File: src/rtl/reg_file_sb_pkg.sv
// Shared defaults and types for the scoreboarded register file.
// Holds the parameter defaults, the read-port selection type and a ceil-log2 helper.
package reg_file_sb_pkg;

   localparam int RF_WIDTH    = 32;
   localparam int RF_NUM_REGS = 32;
   localparam int RF_ADDR_LEN = 5;
   localparam int RF_NUM_RD   = 2;

   typedef enum logic [2:0] {
      RD_IDLE   = 3'd0,
      RD_ZERO   = 3'd1,
      RD_BYPASS = 3'd2,
      RD_REG    = 3'd3,
      RD_STALL  = 3'd4
   } rd_sel_e;

   function automatic int clog2(input int n);
      int r;
      r = 0;
      while ((32'sd1 << r) < n) begin
         r = r + 1;
      end
      return r;
   endfunction

endpackage

File: src/rtl/reg_file_rd_port.sv
// One read port: priority select (zero, forward, stored, stall) and its output registers.
// The pending bit seen here is the pre-edge value, so same-edge reservations never stall this read.
module reg_file_rd_port
   import reg_file_sb_pkg::*;
#(
   parameter int WIDTH    = RF_WIDTH,
   parameter int ADDR_LEN = RF_ADDR_LEN,
   parameter int BYPASS   = 1
) (
   input  logic                clk,
   input  logic                rst_n,
   input  logic                req,
   input  logic [ADDR_LEN-1:0] addr,
   input  logic                pend,
   input  logic [WIDTH-1:0]    reg_data,
   input  logic                wr_en,
   input  logic [ADDR_LEN-1:0] wr_addr,
   input  logic [WIDTH-1:0]    wr_data,
   output logic [WIDTH-1:0]    data,
   output logic                valid,
   output logic                stall
);

   rd_sel_e          sel_s;
   logic [WIDTH-1:0] data_r, data_nxt_s;
   logic             valid_r, valid_nxt_s;
   logic             stall_r, stall_nxt_s;

   // Pick the source for this request in priority order.
   always_comb begin
      if (!req) begin
         sel_s = RD_IDLE;
      end else if (addr == {ADDR_LEN{1'b0}}) begin
         sel_s = RD_ZERO;
      end else if ((BYPASS != 0) && wr_en && (wr_addr == addr)) begin
         sel_s = RD_BYPASS;
      end else if (!pend) begin
         sel_s = RD_REG;
      end else begin
         sel_s = RD_STALL;
      end
   end

   // Next output values; data holds unless the request is served.
   always_comb begin
      data_nxt_s  = data_r;
      valid_nxt_s = 1'b0;
      stall_nxt_s = 1'b0;
      case (sel_s)
         RD_ZERO: begin
            data_nxt_s  = {WIDTH{1'b0}};
            valid_nxt_s = 1'b1;
         end
         RD_BYPASS: begin
            data_nxt_s  = wr_data;
            valid_nxt_s = 1'b1;
         end
         RD_REG: begin
            data_nxt_s  = reg_data;
            valid_nxt_s = 1'b1;
         end
         RD_STALL: begin
            stall_nxt_s = 1'b1;
         end
         default: begin
            data_nxt_s  = data_r;
            valid_nxt_s = 1'b0;
            stall_nxt_s = 1'b0;
         end
      endcase
   end

   // Output registers.
   always_ff @(posedge clk or negedge rst_n) begin
      if (!rst_n) begin
         data_r  <= {WIDTH{1'b0}};
         valid_r <= 1'b0;
         stall_r <= 1'b0;
      end else begin
         data_r  <= data_nxt_s;
         valid_r <= valid_nxt_s;
         stall_r <= stall_nxt_s;
      end
   end

   assign data  = data_r;
   assign valid = valid_r;
   assign stall = stall_r;

endmodule

File: src/rtl/reg_file_sb.sv
// Register file with NUM_RD registered read ports, one write port and a pending-write scoreboard.
// Register 0 reads as zero and is never written or reserved.
module reg_file_sb
   import reg_file_sb_pkg::*;
#(
   parameter int WIDTH    = RF_WIDTH,
   parameter int NUM_REGS = RF_NUM_REGS,
   parameter int ADDR_LEN = RF_ADDR_LEN,
   parameter int NUM_RD   = RF_NUM_RD,
   parameter int BYPASS   = 1
) (
   input  logic                       clk,
   input  logic                       rst_n,
   input  logic [NUM_RD-1:0]          rd_req,
   input  logic [NUM_RD*ADDR_LEN-1:0] rd_addr,
   output logic [NUM_RD*WIDTH-1:0]    rd_data,
   output logic [NUM_RD-1:0]          rd_valid,
   output logic [NUM_RD-1:0]          rd_stall,
   input  logic                       rsv_en,
   input  logic [ADDR_LEN-1:0]        rsv_addr,
   input  logic                       wr_en,
   input  logic [ADDR_LEN-1:0]        wr_addr,
   input  logic [WIDTH-1:0]           wr_data,
   output logic [ADDR_LEN:0]          pend_cnt,
   output logic                       sb_err
);

   logic [WIDTH-1:0]    regs_r [NUM_REGS];
   logic [NUM_REGS-1:0] pending_r;
   logic [NUM_REGS-1:0] pend_nxt_s;
   logic [ADDR_LEN:0]   pend_cnt_r, pend_cnt_nxt_s;
   logic                sb_err_r, sb_err_nxt_s;
   logic                wr_hit_s, rsv_hit_s;

   assign wr_hit_s  = wr_en  && (wr_addr  != {ADDR_LEN{1'b0}});
   assign rsv_hit_s = rsv_en && (rsv_addr != {ADDR_LEN{1'b0}});

   // Scoreboard update: a reservation outranks a retiring write to the same register.
   always_comb begin
      pend_nxt_s     = pending_r;
      pend_cnt_nxt_s = {(ADDR_LEN+1){1'b0}};
      for (int r = 0; r < NUM_REGS; r++) begin
         if (rsv_hit_s && (rsv_addr == r[ADDR_LEN-1:0])) begin
            pend_nxt_s[r] = 1'b1;
         end else if (wr_hit_s && (wr_addr == r[ADDR_LEN-1:0])) begin
            pend_nxt_s[r] = 1'b0;
         end else begin
            pend_nxt_s[r] = pending_r[r];
         end
         pend_cnt_nxt_s = pend_cnt_nxt_s + {{ADDR_LEN{1'b0}}, pend_nxt_s[r]};
      end
      sb_err_nxt_s = rsv_hit_s && pending_r[rsv_addr] && !(wr_hit_s && (wr_addr == rsv_addr));
   end

   // Register storage.
   always_ff @(posedge clk or negedge rst_n) begin
      if (!rst_n) begin
         for (int r = 0; r < NUM_REGS; r++) begin
            regs_r[r] <= {WIDTH{1'b0}};
         end
      end else if (wr_hit_s) begin
         regs_r[wr_addr] <= wr_data;
      end
   end

   // Scoreboard state, pending count and double-reserve flag.
   always_ff @(posedge clk or negedge rst_n) begin
      if (!rst_n) begin
         pending_r  <= {NUM_REGS{1'b0}};
         pend_cnt_r <= {(ADDR_LEN+1){1'b0}};
         sb_err_r   <= 1'b0;
      end else begin
         pending_r  <= pend_nxt_s;
         pend_cnt_r <= pend_cnt_nxt_s;
         sb_err_r   <= sb_err_nxt_s;
      end
   end

   assign pend_cnt = pend_cnt_r;
   assign sb_err   = sb_err_r;

   for (genvar g = 0; g < NUM_RD; g++) begin : g_rd
      logic [ADDR_LEN-1:0] addr_s;
      assign addr_s = rd_addr[g*ADDR_LEN +: ADDR_LEN];

      reg_file_rd_port #(
         .WIDTH    (WIDTH),
         .ADDR_LEN (ADDR_LEN),
         .BYPASS   (BYPASS)
      ) u_port (
         .clk      (clk),
         .rst_n    (rst_n),
         .req      (rd_req[g]),
         .addr     (addr_s),
         .pend     (pending_r[addr_s]),
         .reg_data (regs_r[addr_s]),
         .wr_en    (wr_en),
         .wr_addr  (wr_addr),
         .wr_data  (wr_data),
         .data     (rd_data[g*WIDTH +: WIDTH]),
         .valid    (rd_valid[g]),
         .stall    (rd_stall[g])
      );
   end

endmodule

File: config.mk
export PLATFORM = sky130hd
export DESIGN_NAME = reg_file_sb
export DESIGN_NICKNAME = d
export VERILOG_FILES = /design/src/rtl/reg_file_sb_pkg.sv /design/src/rtl/reg_file_rd_port.sv /design/src/rtl/reg_file_sb.sv
export SDC_FILE = /design/constraint.sdc
export NUM_CORES = 2
export LEC_CHECK = 0
export CAP_MARGIN = 20
export CORE_ASPECT_RATIO = 0.6
export CORE_MARGIN = 2
export CORE_UTILIZATION = 31
export DETAILED_ROUTE_END_ITERATION = 16
export PLACE_DENSITY_LB_ADDON = 0.3
export SYNTH_ARGS = -nofsm -noshare
export SYNTH_HDL_FRONTEND = slang
export SYNTH_SLANG_ARGS = --single-unit
export TNS_END_PERCENT = 30
File: constraint.sdc
create_clock -name clk -period 6.9 [get_ports clk]
set_input_delay 1.035 -clock clk [delete_from_list [all_inputs] [get_ports clk]]
set_output_delay 1.035 -clock clk [all_outputs]
set_load 0.01 [all_outputs]
[After elaboration in Yosys (flattened, before gate mapping)]
Cells that the tools add are included.
Operators by class
  add/sub/neg operators: 31
  $lt $le $gt $ge: 7
  eq/ne operators: 73
  multiplexer cells: 93
  bitwise operators: 3
  reduce and logical (&&, ||, !) cells: 83
Operators with widths (number)
  $bwmux 1024: 1
  $bmux 32 s5: 2
  $pmux 32 s3: 2
  $demux 32 s5: 1
  $eq 5x5->1 const B: 32
  $mux 32: 5
  $add 6x1->6: 26
  $eq 5x4->1 const B: 16
  $logic_and 1x1->1: 72
  $mux 1: 71
  $eq 5x3->1 const B: 8
  $mux 3: 8
  $eq 5x2->1 const B: 4
  $logic_not 5->1: 4
  $ge 6x6->1 const B: 3
  $lt 5x6->1 const B: 3
  $not 5->6: 3
  $bmux 1 s5: 3
  $eq 5x5->1: 3
  $eq 3x2->1 const B: 4
  $eq 5x1->1 const B: 2
  $reduce_bool 5->1: 2
  $add 5x1->6: 1
  $eq 3x1->1 const B: 2
  other kinds (9): 12
Word-level totals
  flip-flop bits (word level): 1131
  output and inout bits: 75
  logic and storage cells: 331

[Logic depth before layout (Yosys ltp)]
  depth in word-level cells: 36
  depth in mapped cells: 21
  gate-level depth less buffers: 20

[Modules after synthesis]
A second synthesis with hierarchy kept.
Second synthesis, totals
  cell total of the unflattened synthesis: 3672
  area, all modules: 60604.4 um2
By module, submodules not included
  reg_file_sb: times used 1, cells each 3414, area an instance 56940.9 um2
  reg_file_rd_port: times used 2, cells each 129, area an instance 1831.8 um2

[Worst setup path after synthesis]
OpenSTA, ideal clock, no wires.
  kind: input port to flip-flop
  start point: input port wr_addr[1]
  end point: register pend_cnt_r[4] (netlist: pend_cnt[4])
  setup time: 80 ps
  arrival: 6643 ps
  path slack: 177 ps
  stages: 18
  path through: clkbuf_1 > nand2_1 > nor4_1 > clkbuf_1 > o21ai_0 > fa_1 > fa_1 > fa_1 > fa_1 > inv_1 > fa_1 > fa_1 > inv_1 > ha_1 > fa_1 > a21o_1 > a21oi_1 > xnor2_1
On the way
  elaborated cells between the ends (all ways): 161
  classes of those cells: add/sub (31); eq/ne (31); mux (64); reduce/logical (35)
RTL lines
  start, declared: line reg_file_sb.sv:22  | input logic [ADDR_LEN-1:0] wr_addr,
  $reduce_bool 5->1: line reg_file_sb.sv:35  | assign wr_hit_s = wr_en && (wr_addr != {ADDR_LEN{1'b0}});
  $logic_and 1x1->1: line reg_file_sb.sv:35
  $logic_and 1x1->1 (*): line reg_file_sb.sv:45  | end else if (wr_hit_s && (wr_addr == r[ADDR_LEN-1:0])) begin
  $mux 1 (*): line reg_file_sb.sv:45
  $mux 1 (*): line reg_file_sb.sv:43  | if (rsv_hit_s && (rsv_addr == r[ADDR_LEN-1:0])) begin
  via pend_nxt_s[7]: line reg_file_sb.sv:30  | logic [NUM_REGS-1:0] pend_nxt_s;
  $add 6x1->6 (*) (25 in a row): line reg_file_sb.sv:50  | pend_cnt_nxt_s = pend_cnt_nxt_s + {{ADDR_LEN{1'b0}}, pend_nxt_s[r]};
  via pend_cnt_nxt_s[4]: line reg_file_sb.sv:31  | logic [ADDR_LEN:0] pend_cnt_r, pend_cnt_nxt_s;
  end signal, assigned: line reg_file_sb.sv:70  | pend_cnt_r <= {(ADDR_LEN+1){1'b0}};
  end signal, assigned: line reg_file_sb.sv:74  | pend_cnt_r <= pend_cnt_nxt_s;
  end, declared: line reg_file_sb.sv:31
The timed path passes the listed nets; every way through them passes the cells marked *.
A chain may end at the register's enable or synchronous reset.

[Worst setup path after layout]
  start point: input port wr_en
  end point: register pend_cnt_r[4] (netlist: pend_cnt[4])
On the way
  longest elaborated chain between the ends: 35
  elaborated cells between the ends (all ways): 128
  classes of those cells: add/sub (31); mux (64); reduce/logical (33)
Ends and longest elaborated chain
  start, declared: line reg_file_sb.sv:21  | input logic wr_en,
  $logic_and 1x1->1 (*): line reg_file_sb.sv:35
  $logic_and 1x1->1: line reg_file_sb.sv:45
  $mux 1: line reg_file_sb.sv:45
  $mux 1: line reg_file_sb.sv:43
  $add 1x1->2: line reg_file_sb.sv:50
  $add 2x1->3: line reg_file_sb.sv:50
  $add 3x1->4: line reg_file_sb.sv:50
  $add 4x1->5: line reg_file_sb.sv:50
  $add 5x1->6: line reg_file_sb.sv:50
  $add 6x1->6 (25 in a row): line reg_file_sb.sv:50
  $add 6x1->6 (*): line reg_file_sb.sv:50
  via pend_cnt_nxt_s[4]: line reg_file_sb.sv:31
Marked as above.

==> flow_summary.toml <==
[run]
max_cap_violations = 0

[synth]
syn-num-nets = 4219
ys_ff_latch = 1131
async_reset_ff_frac = 1.00
seq_area_frac_synth = 0.467
synthesis.area_um2 = 60600
syn_inst = 4130
ys.flop_type = "dfrtp_1"
avgSynthCellArea_um2 = 14.7
ys.warnings.count = 0
yosysUniqueCellTypes = 40
synth_edf_count = 0

[final_layout]
final_core_util = 0.358
design_area_um2 = 69400
area_delta_synth_final_pct = 14.5
nets = 4180
ff_latch_area_um2 = 28300
multi_input_area_um2 = 30300
fillers = 18500
drive_gt1_frac = 0.477
final_cell_mix = "dfrtp_1 (1131), mux2_2 (1057), mux4_2 (521), mux2i_1 (225), nand2_1 (215)"
layout_commonest_cell = "dfrtp_1"

[clock_network]
clkSinkCount = 1131
clk_pin_slew_ns = 0.07
clockBufferDepth = 3
post_cts_buffers = 0
cts_made_buffers = 114
h-tree-depth = 3
insertion_delay_ns = 0.76
postCtsHoldBufs = 0
cts_tree = "yes"
cts-root-buf = "clkbuf_16"
cts_resized = 0

[sta]
max_freq_ghz = 0.162
tns_ns = 0
slew_violations = 0
final.min_clock_period_ns = 6.18
skew_ns = 0.0263
worst_pin_slew_ns = 1.24
hold_violations = 0
period_share = 0.895
slew_headroom = 0.173
setup_violations = 0
grt_setup_unrepaired = "false"

[floorplanning]
rows = 125
start_util = 0.313
ios = 133
fp.dieW_um = 575
core_area_um2 = 194000
fp.dieArea_um2 = 199000
die_y_um = 347

[placement]
place.gp.congestion = 0.890
placed_area_um2 = 65000
dpl.hpwl_um = 109000
io_buffers = 132

[drt]
first_iter_violations = 3536
drc = 0
first_pass_iters = 5
vias = 38600
wl_per_cell_um = 29.2
ant_nets = 0
wl_um = 198000
routed_via_density = 5.69

[setup_path]
worstSetupPathType = "input port to register"
path_max_fanout = 5
end_kind = "register"
worst_ep_arrival_time_ns = 6.86
critPathRequiredTime_ns = 7.58
cp-start-kind = "input port"
regToRegSetupSlack_ns = 1.69

[grt]
grt_max_degree = 164
grt_pass1_vias = 38900
antenna_found_initial = 3
gr-total-overflow = 0
grt_pass1_wl_um = 287000
grt_usage = 0.196

[status]
status = "finished clean"

[power]
power.leakage_nw = 29.6
ir_drop_mv = 0.586
p_per_area_nw_per_um2 = 311

[hold_path]
min_path_type = "input port to asynchronous set/reset pin"
## cell usage after synthesis (4+ instances only)
cell	instances	area, um^2
o21ai_0	7	35.0
nor2b_1	16	100
nand2b_1	14	87.6
xnor2_1	9	78.8
buf_2	74	370
dfrtp_1	1131	28300
a32oi_1	64	561
nor2_1	32	120
inv_1	105	394
and2_1	4	25.0
a22oi_1	22	165
a221oi_1	64	561
buf_6	8	90.1
ha_1	7	87.6
o22ai_1	64	400
buf_4	11	82.6
nor3_1	10	50.1
xor2_1	8	70.1
nand3_1	6	30.0
buf_1	60	225
a22o_1	20	175
fa_1	24	480
mux2_2	1057	11900
mux2i_1	225	2250
clkbuf_1	301	1130
nand2_1	233	875
mux4_2	521	11700
a21oi_1	9	45.0
## worst max-delay path: stages
cell and delay, ns:
clkdlybuf4s50_1 0.62, nand2_1 0.25, nor2_1 0.24, nand2_1 0.09
a22oi_1 0.27, fa_1 0.53, fa_1 0.56, inv_1 0.06
fa_1 0.49, fa_1 0.54, inv_1 0.05, fa_1 0.45
fa_1 0.49, inv_1 0.04, ha_1 0.21, fa_1 0.45
a21o_1 0.17, a21oi_1 0.19, xnor2_1 0.14
## final cells by class
| cell class | instances | share of cell area |
|---|---|---|
| Clock inverter | 44 | 0.00804 |
| Multi-Input combinational cell | 2436 | 0.436 |
| Inverter | 105 | 0.00568 |
| Timing Repair Buffer | 303 | 0.0464 |
| Antenna cell | 2 | 0.0000721 |
| Sequential cell | 1131 | 0.408 |
| Tap cell | 2603 | 0.0469 |
| Clock buffer | 166 | 0.0490 |
## stage by stage
step / instances / worst slack (ns) / total power [W] / hold WS [ns]
after global placement: 6554 / 0.0185 / 0.0148 / 0.376
after global routing: 6788 / 0.513 / 0.0228 / 0.298
after CTS: 6771 / 0.833 / 0.0217 / 0.265
final: 6790 / 0.724 / 0.0216 / 0.249
after floorplan: 4130 / 0.177 / 0.0131 / 0.441
after detailed placement: 6561 / 0.0427 / 0.0150 / 0.383
## cells by family after synthesis
logic type               after synthesis  synth area share
multiplexers                        1803             0.427
flip-flops                          1131             0.467
buffers and inverters                563            0.0386
AND/OR/NAND/NOR                      328            0.0228
AO/OA/AOI/OAI                        257            0.0329
adder cells (fa/ha/maj)               31           0.00937
XOR/XNOR                              17           0.00246
## power by group
part	internal [W]	total, W	leakage (nW)	switching (W)
Clock	0.00382	0.00665	1.95	0.00282
Sequential	0.00794	0.00889	14.5	0.000947
Combinational	0.00342	0.00608	13.1	0.00266
## flip-flops by register name, indices dropped and copies added, names as in the netlist
signal / cells
g_rd.u_port.stall: 2
pending_r: 32
pend_cnt: 6
regs_r: 1024
g_rd.u_port.valid: 2
sb_err: 1
g_rd.u_port.data: 64
## layer usage
metal,up-vias,part of all wire,track usage
met1,21300,0.48,0.299
met2,1440,0.43,0.281
li1,15700,-,-
met5,-,0.000051,0
met3,250,0.074,0.0449
met4,2,0.021,0.0426
## final timing paths
check / startpoint / endpoint / cells past startpoint
max in group asynchronous: rst_n / regs_r[630]$_DFFE_PN0P_ / 3
min in group clk: regs_r[1019]$_DFFE_PN0P_ / regs_r[1019]$_DFFE_PN0P_ / 0
worst max-delay path: wr_en / pend_cnt[4]$_DFF_PN0_ / 19
worst max register to register: pending_r[23]$_DFF_PN0_ / pend_cnt[4]$_DFF_PN0_ / 15
worst min register to register: regs_r[1019]$_DFFE_PN0P_ / regs_r[1019]$_DFFE_PN0P_ / 0
worst min-delay path: rst_n / sb_err$_DFF_PN0_ / 1
Note: power is estimated with default switching activity, not from simulation.
